[config.mk]
export PLATFORM = sky130hd
export DESIGN_NAME = avalon_mm_arbiter
export DESIGN_NICKNAME = d
export VERILOG_FILES = /design/src/rtl/avalon_mm_arbiter_pkg.sv /design/src/rtl/avalon_mm_arbiter_pending_src_fifo.sv /design/src/rtl/avalon_mm_arbiter.sv
export SDC_FILE = /design/constraint.sdc
export NUM_CORES = 1
export LEC_CHECK = 0
export ABC_AREA = 1
export BUFFER_PORTS_ARGS = -buffer_cell sky130_fd_sc_hd__buf_2
export CAP_MARGIN = 30
export CORE_AREA = 2 2 110 112
export CTS_CLUSTER_DIAMETER = 60
export DETAILED_ROUTE_END_ITERATION = 10
export DIE_AREA = 0 0 112 114
export GPL_ROUTABILITY_DRIVEN = 0
export MAX_ROUTING_LAYER = met4
export REMOVE_ABC_BUFFERS = 1
export SYNTH_ARGS = -nofsm -noshare
export SYNTH_HDL_FRONTEND = slang
export SYNTH_SLANG_ARGS = --single-unit
export TNS_END_PERCENT = 1
[constraint.sdc]
create_clock -name clk -period 2.1 [get_ports clk]
set_input_delay 0.21 -clock clk [delete_from_list [all_inputs] [get_ports clk]]
set_output_delay 0.21 -clock clk [all_outputs]
set_load 0.02 [all_outputs]
[src/rtl/avalon_mm_arbiter_pkg.sv]
// Shared types for the Avalon-MM host merge: 32-bit word type and the
// host source ID carried through the pending-read FIFO.
package Types;

  typedef logic [31:0] uint32_t;

  typedef enum bit {SRC_INSTR, SRC_DATA} avalon_src_t;

  // The host that is not s; used to alternate on conflicts.
  function automatic avalon_src_t other_src(input avalon_src_t s);
    return (s == SRC_INSTR) ? SRC_DATA : SRC_INSTR;
  endfunction

endpackage

[src/rtl/avalon_mm_arbiter_pending_src_fifo.sv]
// Pending-read source FIFO: remembers which host issued each accepted read
// so that in-order responses can be steered back to it.
module pending_src_fifo
  import Types::*;
#(
  parameter int MAX_PENDING = 4
) (
  input  logic        clk,
  input  logic        rst,
  input  logic        push,
  input  logic        pop,
  input  avalon_src_t din,
  output avalon_src_t dout,
  output logic        full,
  output logic        empty
);

  localparam int PTR_W = $clog2(MAX_PENDING);
  localparam int CNT_W = PTR_W + 1;

  avalon_src_t        mem [MAX_PENDING];
  logic [PTR_W-1:0]   wptr;
  logic [PTR_W-1:0]   rptr;
  logic [CNT_W-1:0]   count;

  assign full  = (count == CNT_W'(MAX_PENDING));
  assign empty = (count == '0);
  assign dout  = mem[rptr];

  // Pointer and occupancy bookkeeping; reset discards every pending ID.
  always_ff @(posedge clk) begin
    if (rst) begin
      wptr  <= '0;
      rptr  <= '0;
      count <= '0;
    end else begin
      if (push)
        wptr <= wptr + PTR_W'(1);
      if (pop)
        rptr <= rptr + PTR_W'(1);
      if (push && !pop)
        count <= count + CNT_W'(1);
      else if (pop && !push)
        count <= count - CNT_W'(1);
    end
  end

  // Storage is data only; its contents are meaningless while empty.
  always_ff @(posedge clk) begin
    if (push)
      mem[wptr] <= din;
  end

endmodule

[src/rtl/avalon_mm_arbiter.sv]
// Round-robin merge of the CPU instruction and data Avalon-MM hosts onto one
// agent port, with pending-read tracking for response steering.
module avalon_mm_arbiter
  import Types::*;
#(
  parameter int MAX_PENDING = 4
) (
  input  logic        clk,
  input  logic        rst,
  input  logic [31:0] instr_address,
  input  logic [3:0]  instr_byteenable,
  input  logic        instr_read,
  output logic        instr_waitrequest,
  output logic [31:0] instr_agent_to_host,
  output logic        instr_readdatavalid,
  input  logic [31:0] data_address,
  input  logic [3:0]  data_byteenable,
  input  logic        data_read,
  input  logic        data_write,
  input  logic [31:0] data_host_to_agent,
  output logic        data_waitrequest,
  output logic [31:0] data_agent_to_host,
  output logic        data_readdatavalid,
  output logic [31:0] agent_address,
  output logic [3:0]  agent_byteenable,
  output logic        agent_read,
  output logic        agent_write,
  output logic [31:0] agent_host_to_agent,
  input  logic        agent_waitrequest,
  input  logic [31:0] agent_agent_to_host,
  input  logic        agent_readdatavalid,
  output logic        resp_error
);

  logic        instr_req;
  logic        data_req;
  logic        locked;
  avalon_src_t lock_src;
  avalon_src_t last_grant;
  avalon_src_t gnt_src;
  logic        gnt_active;
  logic        gnt_is_read;
  logic        read_block;
  logic        accept;
  logic        stall;
  logic        lock_held;
  logic        fifo_push;
  logic        fifo_pop;
  logic        fifo_full;
  logic        fifo_empty;
  avalon_src_t fifo_head;

  assign instr_req = instr_read;
  assign data_req  = data_read | data_write;

  // A lock only holds while its host keeps the stalled command up.
  assign lock_held = locked &&
                     ((lock_src == SRC_INSTR) ? instr_req : data_req);

  // Grant selection: lock first, then sole requester, then alternate.
  always_comb begin
    gnt_src    = SRC_INSTR;
    gnt_active = 1'b0;
    if (!rst) begin
      if (lock_held) begin
        gnt_src    = lock_src;
        gnt_active = 1'b1;
      end else if (instr_req && data_req) begin
        gnt_src    = other_src(last_grant);
        gnt_active = 1'b1;
      end else if (instr_req) begin
        gnt_src    = SRC_INSTR;
        gnt_active = 1'b1;
      end else if (data_req) begin
        gnt_src    = SRC_DATA;
        gnt_active = 1'b1;
      end
    end
  end

  assign gnt_is_read = gnt_active &&
                       ((gnt_src == SRC_INSTR) ? instr_read : data_read);
  assign read_block  = fifo_full & gnt_is_read;
  assign accept      = gnt_active & ~agent_waitrequest & ~read_block;
  assign stall       = gnt_active & agent_waitrequest;
  assign fifo_push   = accept & gnt_is_read;
  assign fifo_pop    = agent_readdatavalid & ~fifo_empty & ~rst;

  // Command mux from the granted host; all-zero when nothing is granted.
  always_comb begin
    agent_address       = '0;
    agent_byteenable    = '0;
    agent_read          = 1'b0;
    agent_write         = 1'b0;
    agent_host_to_agent = '0;
    if (gnt_active) begin
      if (gnt_src == SRC_INSTR) begin
        agent_address    = instr_address;
        agent_byteenable = instr_byteenable;
        agent_read       = instr_read & ~read_block;
      end else begin
        agent_address       = data_address;
        agent_byteenable    = data_byteenable;
        agent_read          = data_read & ~read_block;
        agent_write         = data_write;
        agent_host_to_agent = data_host_to_agent;
      end
    end
  end

  // Only the granted host can see its command go through.
  always_comb begin
    instr_waitrequest = 1'b1;
    data_waitrequest  = 1'b1;
    if (gnt_active) begin
      if (gnt_src == SRC_INSTR)
        instr_waitrequest = agent_waitrequest | read_block;
      else
        data_waitrequest  = agent_waitrequest | read_block;
    end
  end

  assign instr_agent_to_host = agent_agent_to_host;
  assign data_agent_to_host  = agent_agent_to_host;
  assign instr_readdatavalid = fifo_pop & (fifo_head == SRC_INSTR);
  assign data_readdatavalid  = fifo_pop & (fifo_head == SRC_DATA);

  // Arbitration state and sticky orphan-response flag.
  always_ff @(posedge clk) begin
    if (rst) begin
      locked     <= 1'b0;
      lock_src   <= SRC_INSTR;
      last_grant <= SRC_INSTR;
      resp_error <= 1'b0;
    end else begin
      if (accept) begin
        last_grant <= gnt_src;
        locked     <= 1'b0;
      end else if (stall) begin
        locked   <= 1'b1;
        lock_src <= gnt_src;
      end else if (locked && !lock_held) begin
        locked <= 1'b0;
      end
      if (agent_readdatavalid && fifo_empty)
        resp_error <= 1'b1;
    end
  end

  pending_src_fifo #(
    .MAX_PENDING (MAX_PENDING)
  ) u_fifo (
    .clk   (clk),
    .rst   (rst),
    .push  (fifo_push),
    .pop   (fifo_pop),
    .din   (gnt_src),
    .dout  (fifo_head),
    .full  (fifo_full),
    .empty (fifo_empty)
  );

endmodule

==> results.py, run 1 <==
metrics = {
    "routing": {
        "firstDrtPassIters": 5,
        "drcViolationCount": 0,
        "drt_iter0_markers": 97,
        "viasPerCell": 4.12,
        "wirelength_um": 11200,
        "routedWlPerCell_um": 17.5,
        "drtAntennaViolNets": 0,
        "dr_total_vias": 2634,
    },
    "grt": {
        "grt_usage": 0.173,
        "grt_pass1_vias": 2477,
        "grt_max_degree": 45,
        "grt.overflow.total": 0,
        "antenna_found_initial": 2,
        "grt_pass1_wl_um": 15700,
    },
    "logic_synthesis": {
        "synth_top_family_by_area": "buffers and inverters",
        "ys.warnings.count": 0,
        "synth_area_leaders": "buf_4, nor2_1, dfxtp_1, inv_1, o21ai_0",
        "synth_flop_cell": "dfxtp_1",
        "synth_common_cells": "nor2_1, buf_4, inv_1",
        "synth-compound-area-share": 0.135,
        "syn_inst": 370,
        "syn_avg_cell_area_um2": 5.87,
        "synthArstFlopShare": 0,
        "synth_area_um2": 2170,
        "yosys.area_share.simple": 0.282,
        "synth_mux_area_frac": 0,
        "ys_seq_elements": 17,
        "ys_seq_area_frac": 0.175,
        "synth_edf_count": 4,
        "yosysTopAreaCell": "buf_4",
        "synth-xor-area-share": 0.00403,
        "synthAdderAreaFrac": 0.0380,
        "synth_cell_types": 29,
        "yosysMostFrequentCell": "nor2_1",
        "synth_top_area_share": 0.225,
    },
    "power_and_ir_drop": {
        "power.share.switching": 0.398,
        "power.total_mw": 1.52,
        "p_switching_mw": 0.603,
        "powerDensity_nw_per_um2": 520,
        "internal_power_mw": 0.912,
        "pwr-share-comb": 0.484,
        "sequentialPowerShare": 0.263,
        "ir_drop_mv": 0.428,
        "p_leak_nw": 1.74,
        "clkPwrFrac": 0.254,
    },
    "final_layout": {
        "fin_area_um2": 2910,
        "nFillCells": 1415,
        "seq_area_um2": 383,
        "multi_input_area_um2": 1010,
        "post-route-util": 0.249,
        "area_growth_syn_to_layout_pct": 34.0,
        "post_route_cells_drive_above_1_share": 0.431,
        "layout.nets": 640,
    },
    "floorplanning": {
        "chipHeight_um": 114,
        "io_pins": 282,
        "initial_core_util": 0.185,
        "fp.dieW_um": 112,
        "core_um2": 11700,
        "die_area_um2": 12800,
        "fp-row-count": 40,
    },
    "timing": {
        "final_hold_viol_count": 0,
        "fmax_mhz": 519,
        "max-slew-margin-rel": 0.764,
        "post-route-period-util": 0.918,
        "rsz0062_at_grt": "no",
        "drv_slew": 0,
        "fin_crit_ps": 1930,
        "setup_viol": 0,
        "tns_ps": 0,
        "tightestPinTransition_ps": 354,
        "skew_ps": 3.68,
    },
    "worst_setup_path": {
        "cp.arrival_ps": 1720,
        "crit_path_start": "lock_src",
        "start_kind": "register",
        "critPathMaxFanout": 30,
        "cp.required_ps": 1890,
        "critPathKind": "reg2out",
        "reg2reg_from": "lock_src",
        "endpoint_kind": "output port",
    },
    "cts": {
        "cts.sinks": 17,
        "numCtsBuffers": 3,
        "htree_levels": 1,
        "post_cts_buffers": 0,
        "clk_pin_slew_ps": 50,
        "cts_tree": "yes",
        "clock_latency_ps": 250,
        "cts_buffer_depth": 2,
        "cts_root_buf": "clkbuf_16",
    },
    "placed_design": {
        "dpl-instance-area_um2": 2810,
        "io_buffer_count": 185,
        "dpl.hpwl_um": 10000,
    },
    "worst_hold_path": {
        "holdCritPathClass": "in2reg",
        "worstHoldStart": "rst",
    },
    "run_status": {
        "status": "finished, final reports clean",
    },
    "flow_run": {
        "maxCapViolCount": 0,
    },
}
## power by group through the flow
stage          combinational [mW]  clock (mW)  sequential [mW]
6_report                    0.733       0.385            0.398
5_1_grt                     0.818       0.409            0.403
4_1_cts                     0.739       0.395            0.397
3_5_place_dp                0.734           0            0.403
3_3_place_gp                0.731           0            0.402
2_1_floorplan               0.408           0            0.402
## cells by family after synthesis
kind of cell | count (synthesis)
AOI/OAI and AO/OA | 56
xor gates and xnor gates | 1
adders and majority gates | 6
buffers and inverters | 137
DFF | 17
and+or+nand+nor | 153
## per-stage QoR
step                hold WS (ps)  std cells  worst slack [ps]
floorplan                    291        291              -336
global placement             420        633              53.6
detailed placement           420        633             -2.08
CTS                          211        637              43.1
global route                 227        638              2.08
finish                       214        639               173
## per-layer routing
layer  wire, um  share of wire  vias up  track usage
met5          0              0        -            -
met4         63         0.0056        0       0.0220
met3       2090           0.19        5        0.129
met2       4460           0.40      223        0.242
met1       4600           0.41     1110        0.205
li1           -              -     1296            -
## cell type report
| cell class | count | area share |
|---|---|---|
| multi-input combinational | 216 | 0.348 |
| clock inverter | 1 | 0.00258 |
| tap | 147 | 0.0632 |
| clock buffer | 3 | 0.0258 |
| antenna | 2 | 0.00172 |
| sequential | 17 | 0.131 |
| inverter | 58 | 0.0748 |
| timing repair buffer | 195 | 0.352 |
## critical path, cell delays in order, from the launching register on
cell,delay (ps)
dfxtp_2,340
nor2_1,50
nor2_1,80
nand2_1,80
nand2_2,120
nand2_4,100
inv_2,90
buf_12,170
nor2_1,70
nor2_1,170
buf_2,190
## what timing repair did
action	in CTS	in global routing
hold endpoints to repair	0	0
hold buffers	0	0
endpoints found under the setup margin	0	2
gates resized for setup	0	6
## layout by cell type, fill, tap and decap left out, types with 2 or more instances in the layout
master / count
o21ai_0: 34
inv_1: 55
dfxtp_2: 2
nand3_1: 3
buf_12: 2
edfxtp_1: 4
o21ai_1: 9
ha_1: 5
buf_4: 8
nor2_1: 124
buf_2: 185
inv_2: 3
diode_2: 2
a21oi_1: 8
nand2_1: 18
clkbuf_16: 3
dfxtp_1: 11
## worst paths after layout
| check | slack [ps] | end | cells past startpoint |
|---|---|---|---|
| worst max-delay path | 170 | agent_address[20] | 10 |
| worst min-delay path | 210 | u_fifo.rptr[1] | 2 |
| worst max register to register | 180 | u_fifo.count[2] | 15 |
| worst min register to register | 470 | resp_error | 1 |
(Power assumes the default switching activity.)
==> run 2: changes to the inputs <==
ABC_AREA = not set   (was 1)
CORE_AREA = 2 2 108 110   (was 2 2 110 112)
DIE_AREA = 0 0 110 112   (was 0 0 112 114)
TNS_END_PERCENT = not set   (was 1)
==> run 2 against run 1 <==
  * The flow now finishes with violations (setup timing)
  * Utilization increased by 11 points
  * Via count increased by 4.4%
  * Sequential power increased by 7.5%
  * Combinational power increased by 80%
  * Critical path type is now reg2reg
==> results.py, run 2 <==
metrics = {
    "run_status": {
        "status": "complete, but fails checks",
        "violations": "setup timing",
    },
    "final_layout": {
        "layout.nets": 608,
        "mostFrequentLayoutCells": "buf_2, nand2_1, buf_6",
        "post_route_cells_drive_above_1_share": 0.688,
        "final_common_cell": "buf_2",
        "seq_area_um2": 385,
        "post-route-util": 0.360,
        "nFillCells": 1137,
        "area_growth_syn_to_layout_pct": 92.6,
        "final_cells": 603,
        "multi_input_area_um2": 1460,
    },
    "worst_setup_path": {
        "slowest_stage": "or4_4",
        "critical-path-top-delay-family": "simple AND/OR/NAND/NOR gates",
        "cp_slowest_stage_delay_ps": 440,
        "start_kind": "register",
        "cp_num_buf_inv": 1,
        "endpoint_kind": "register",
        "crit_chain": "nor3b_4 > or4_4 > nor2_4 > ha_4 > inv_2 > fa_2 > xor2_1 > or3_1 > a21oi_2",
        "cp.arrival_ps": 2430,
        "critPathMaxFanout": 2,
        "cp.required_ps": 2280,
        "critPathKind": "reg2reg",
    },
    "routing": {
        "drtAntennaViolNets": 0,
        "routedWlPerCell_um": 22.3,
        "top_layer_used": "met4",
        "routedLengthMet1_um": 4890,
        "drcViolationCount": 0,
        "firstDrtPassIters": 4,
        "dr_total_vias": 2751,
        "routed-wl-met3_um": 1970,
        "route.met2.wl_um": 6470,
        "viasPerCell": 4.56,
        "drt_iter0_markers": 113,
        "wirelength_um": 13500,
    },
    "power_and_ir_drop": {
        "sequentialPowerShare": 0.201,
        "powerDensity_nw_per_um2": 529,
        "internal_power_mw": 1.33,
        "ir_drop_mv": 0.304,
        "p_leak_nw": 2.01,
        "power.share.switching": 0.375,
        "clkPwrFrac": 0.177,
        "pwr-share-comb": 0.621,
        "power.total_mw": 2.13,
        "p_switching_mw": 0.798,
    },
    "timing": {
        "fmax_mhz": 443,
        "drv_slew": 0,
        "whs_ps": 247,
        "max-slew-margin-rel": 0.528,
        "tns_ps": -5330,
        "final_hold_viol_count": 0,
        "post-route-period-util": 1.08,
        "setup_viol": 71,
        "layout_setup_ws_ps": -158,
        "rsz0062_at_grt": "yes",
        "tightestPinTransition_ps": 703,
        "fin_crit_ps": 2260,
        "skew_ps": 1.23,
    },
    "logic_synthesis": {
        "synth_common_cells": "nand2_1, buf_4, o21ai_0",
        "syn_avg_cell_area_um2": 6.85,
        "synth_area_leaders": "buf_4, nand2_1, dfxtp_1, and2_1, o21ai_0",
        "synth_flop_cell": "dfxtp_1",
        "ys_seq_area_frac": 0.182,
        "synthArstFlopShare": 0,
        "syn_inst": 305,
        "synth_top_area_share": 0.234,
        "synth_edf_count": 4,
        "yosysMostFrequentCell": "nand2_1",
        "synth_cell_types": 39,
        "synth_area_um2": 2090,
        "yosysTopAreaCell": "buf_4",
        "ys_seq_elements": 17,
        "ys.warnings.count": 0,
    },
    "cts": {
        "clk_pin_slew_ps": 50,
        "cts_hold_buffers": 0,
        "cts.sinks": 17,
        "clock_latency_ps": 250,
        "cts_tree": "yes",
        "numCtsBuffers": 3,
        "htree_levels": 1,
        "cts_root_buf": "clkbuf_16",
        "cts_buffer_depth": 2,
    },
    "grt": {
        "grt_pass1_vias": 2584,
        "grt.overflow.total": 0,
        "grt_usage": 0.180,
        "antenna_found_initial": 2,
        "grt_pass1_wl_um": 15800,
        "grt_max_degree": 42,
    },
    "worst_hold_path": {
        "holdCritPathClass": "in2reg",
    },
    "placed_design": {
        "dpl.hpwl_um": 9580,
        "dp_cells": 575,
        "io_buffer_count": 185,
    },
    "floorplanning": {
        "chipHeight_um": 112,
        "io_pins": 282,
        "fp-row-count": 39,
        "initial_core_util": 0.187,
        "core_um2": 11200,
        "fp.dieW_um": 110,
        "die_area_um2": 12300,
    },
    "flow_run": {
        "maxCapViolCount": 0,
    },
}
-- run 2: path summary, 6_finish.rpt --
path                             from               to  slack [ps]  depth (start not counted)
setup reg to reg      u_fifo.count[2]  u_fifo.count[2]        -160                          9
setup / recovery      u_fifo.count[2]  u_fifo.count[2]        -160                          9
hold reg to reg            resp_error       resp_error         490                          2
hold / removal    agent_readdatavalid       resp_error         250                          3
-- run 2: routing by layer --
layer	vias up	GRT usage
met4	0	0.0152
met2	202	0.275
met5	-	-
li1	1240	-
met1	1294	0.204
met3	15	0.119
-- run 2: cells by family after synthesis --
family	synth area share
buffers and inverters	0.277
xor gates and xnor gates	0.0168
and+or+nand+nor	0.322
muxes	0.0263
AOI/OAI and AO/OA	0.137
DFF	0.182
adders and majority gates	0.0395
-- run 2: what timing repair did --
action                                  CTS  global route
setup buffers                             2             5
resized for setup                        22           233
endpoints found under the setup margin   71            67
gates cloned                              2            13
pin swaps                                 8            36
-- run 2: area by class of cell --
class / count / share of cell area
repair buffers: 229 / 0.472
multi-input cells: 203 / 0.362
flip-flops and latches: 17 / 0.0957
well taps: 143 / 0.0445
clock buffers: 3 / 0.0187
inverters: 5 / 0.00466
clock inverters: 1 / 0.00124
diodes: 2 / 0.00124
-- run 2: worst min-delay path, delay by kind of cell --
| kind | cells | cell delay [ps] |
|---|---|---|
| AOI/OAI and AO/OA | 1 | 60 |
| and+or+nand+nor | 1 | 80 |
| buffers and inverters | 1 | 110 |
-- run 2: per-stage QoR --
stage	worst slack, ps	area, um^2
2_1_floorplan	-1230	1530
3_3_place_gp	-289	2830
3_5_place_dp	-354	2830
4_1_cts	-257	3050
5_1_grt	-237	4030
6_report	-158	4030
-- run 2: power groups by stage --
stage | combinational, mW | clock (mW) | sequential (mW)
2_1_floorplan | 0.461 | 0 | 0.437
3_3_place_gp | 0.868 | 0 | 0.424
3_5_place_dp | 0.888 | 0 | 0.426
4_1_cts | 0.970 | 0.387 | 0.428
5_1_grt | 1.41 | 0.405 | 0.434
6_report | 1.32 | 0.378 | 0.428
==> run 3: changes to the inputs <==
PLACE_DENSITY = 0.56   (was not set)
==> run 3 against run 2 <==
  * The run still ends with setup timing left
  * Register-to-register slack about the same
  * Utilization increased by 2.2 points
  * Worst setup slack got worse by 71 ps
  * Power increased by 4.4%
  * Via count increased by 1.1%
  * First-iteration DRC count increased by 5.3%
  * Sequential share of layout area decreased by 0.57 points
  * Hold slack got worse by 12 ps
  * Flip-flop and latch count unchanged
  * Global-route usage increased by 3.3 points
  * Combinational power increased by 8%
  * Critical path type is now reg2out
  * Largest cell class unchanged
==> results.py, run 3 (same netlist as run 2, synthesis figures left out) <==
metrics = {
    "run_status": {
        "status": "complete, but fails checks",
        "violations": "setup timing",
    },
    "grt": {
        "grt_usage": 0.213,
        "grt_max_degree": 38,
        "grt_pass1_wl_um": 18300,
        "grt_pass1_vias": 2813,
        "antenna_found_initial": 4,
        "grt.overflow.total": 0,
    },
    "worst_hold_path": {
        "worstHoldPathCells": 3,
        "holdCritPathClass": "in2reg",
    },
    "routing": {
        "firstDrtPassIters": 4,
        "dr_total_vias": 2782,
        "routedWlPerCell_um": 23.7,
        "drt_iter0_markers": 119,
        "wirelength_um": 14600,
        "viasPerCell": 4.52,
        "drtAntennaViolNets": 0,
        "drcViolationCount": 0,
    },
    "final_layout": {
        "nFillCells": 1119,
        "layout.nets": 617,
        "area_growth_syn_to_layout_pct": 104,
        "post_route_cells_drive_above_1_share": 0.737,
        "final_common_cell": "buf_2",
        "fin_area_um2": 4270,
        "final_cells": 615,
        "mostFrequentLayoutCells": "buf_2, buf_6, nand2_1",
        "post-route-util": 0.382,
    },
    "power_and_ir_drop": {
        "p_switching_mw": 0.822,
        "powerDensity_nw_per_um2": 521,
        "pwr-share-comb": 0.637,
        "clkPwrFrac": 0.169,
        "sequentialPowerShare": 0.194,
        "ir_drop_mv": 0.394,
        "power.total_mw": 2.22,
        "p_leak_nw": 2.11,
        "power.share.switching": 0.370,
        "internal_power_mw": 1.40,
    },
    "cts": {
        "cts_tree": "yes",
        "clk_pin_slew_ps": 50,
        "numCtsBuffers": 3,
        "htree_levels": 1,
        "cts_hold_buffers": 0,
        "cts_buffer_depth": 2,
        "cts.sinks": 17,
        "cts_root_buf": "clkbuf_16",
        "clock_latency_ps": 240,
    },
    "timing": {
        "final_hold_viol_count": 0,
        "whs_ps": 235,
        "drv_slew": 0,
        "post-route-period-util": 1.11,
        "skew_ps": 3.05,
        "tightestPinTransition_ps": 739,
        "fmax_mhz": 429,
        "layout_setup_ws_ps": -229,
        "setup_viol": 71,
        "tns_ps": -11310,
        "fin_crit_ps": 2330,
        "rsz0062_at_grt": "yes",
        "max-slew-margin-rel": 0.503,
    },
    "worst_setup_path": {
        "endpoint_kind": "output port",
        "critPathKind": "reg2out",
        "start_kind": "register",
        "critPathMaxFanout": 5,
        "reg2reg_depth": 9,
        "cp.required_ps": 1890,
        "cp.arrival_ps": 2120,
    },
    "placed_design": {
        "dp_cells": 574,
        "dpl.hpwl_um": 10100,
        "dpl-instance-area_um2": 2820,
        "pre_cts_slack_ps": -356,
        "io_buffer_count": 185,
    },
    "floorplanning": {
        "fp-row-count": 39,
        "die_area_um2": 12300,
        "initial_core_util": 0.187,
        "chipHeight_um": 112,
        "core_um2": 11200,
        "io_pins": 282,
        "fp.dieW_um": 110,
    },
    "flow_run": {
        "maxCapViolCount": 0,
    },
}
==> run 3: final cells by class <==
cell class	count	area (um^2)	area share
Sequential cell	17	384	0.0900
Multi-Input combinational cell	203	1490	0.349
Tap cell	143	179	0.0419
Inverter	5	18.8	0.00440
Clock buffer	4	78.8	0.0185
Antenna cell	5	12.5	0.00293
Timing Repair Buffer	238	2100	0.493
==> run 3: critical path, cell delays in order (launching register included) <==
cell	delay (ps)
dfxtp_2	310
or2_4	240
buf_6	120
a311oi_4	330
buf_12	160
buf_12	110
clkbuf_16	160
buf_16	130
nand2_2	70
o21ai_2	80
buf_6	150
==> run 3: repair_timing <==
item	in CTS	in global routing
gates cloned	10	10
resized for setup	173	125
buffers inserted	19	2
setup endpoints to repair	71	72
pin swaps	38	19
==> run 3: power by group through the flow <==
stage	Sequential (mW)	Clock, mW	Combinational (mW)
floorplan	0.437	0	0.461
global placement	0.425	0	0.868
detailed placement	0.427	0	0.881
CTS	0.431	0.382	1.25
global route	0.438	0.398	1.51
finish	0.431	0.375	1.42
==> run 3: routing by layer <==
layer	wire (um)	share of wire	GRT usage	vias up
met5	0	0	-	-
met4	214	0.015	0.0245	0
met1	5110	0.35	0.221	1287
met3	2240	0.15	0.143	14
li1	-	-	-	1262
met2	7010	0.48	0.343	219
==> run 3: worst paths after layout <==
kind | from | end | slack [ps]
worst max-delay path | last_grant | agent_address[5] | -230
worst min register to register | resp_error | resp_error | 470
worst max register to register | u_fifo.count[2] | u_fifo.count[2] | -170
worst min-delay path | agent_readdatavalid | resp_error | 240
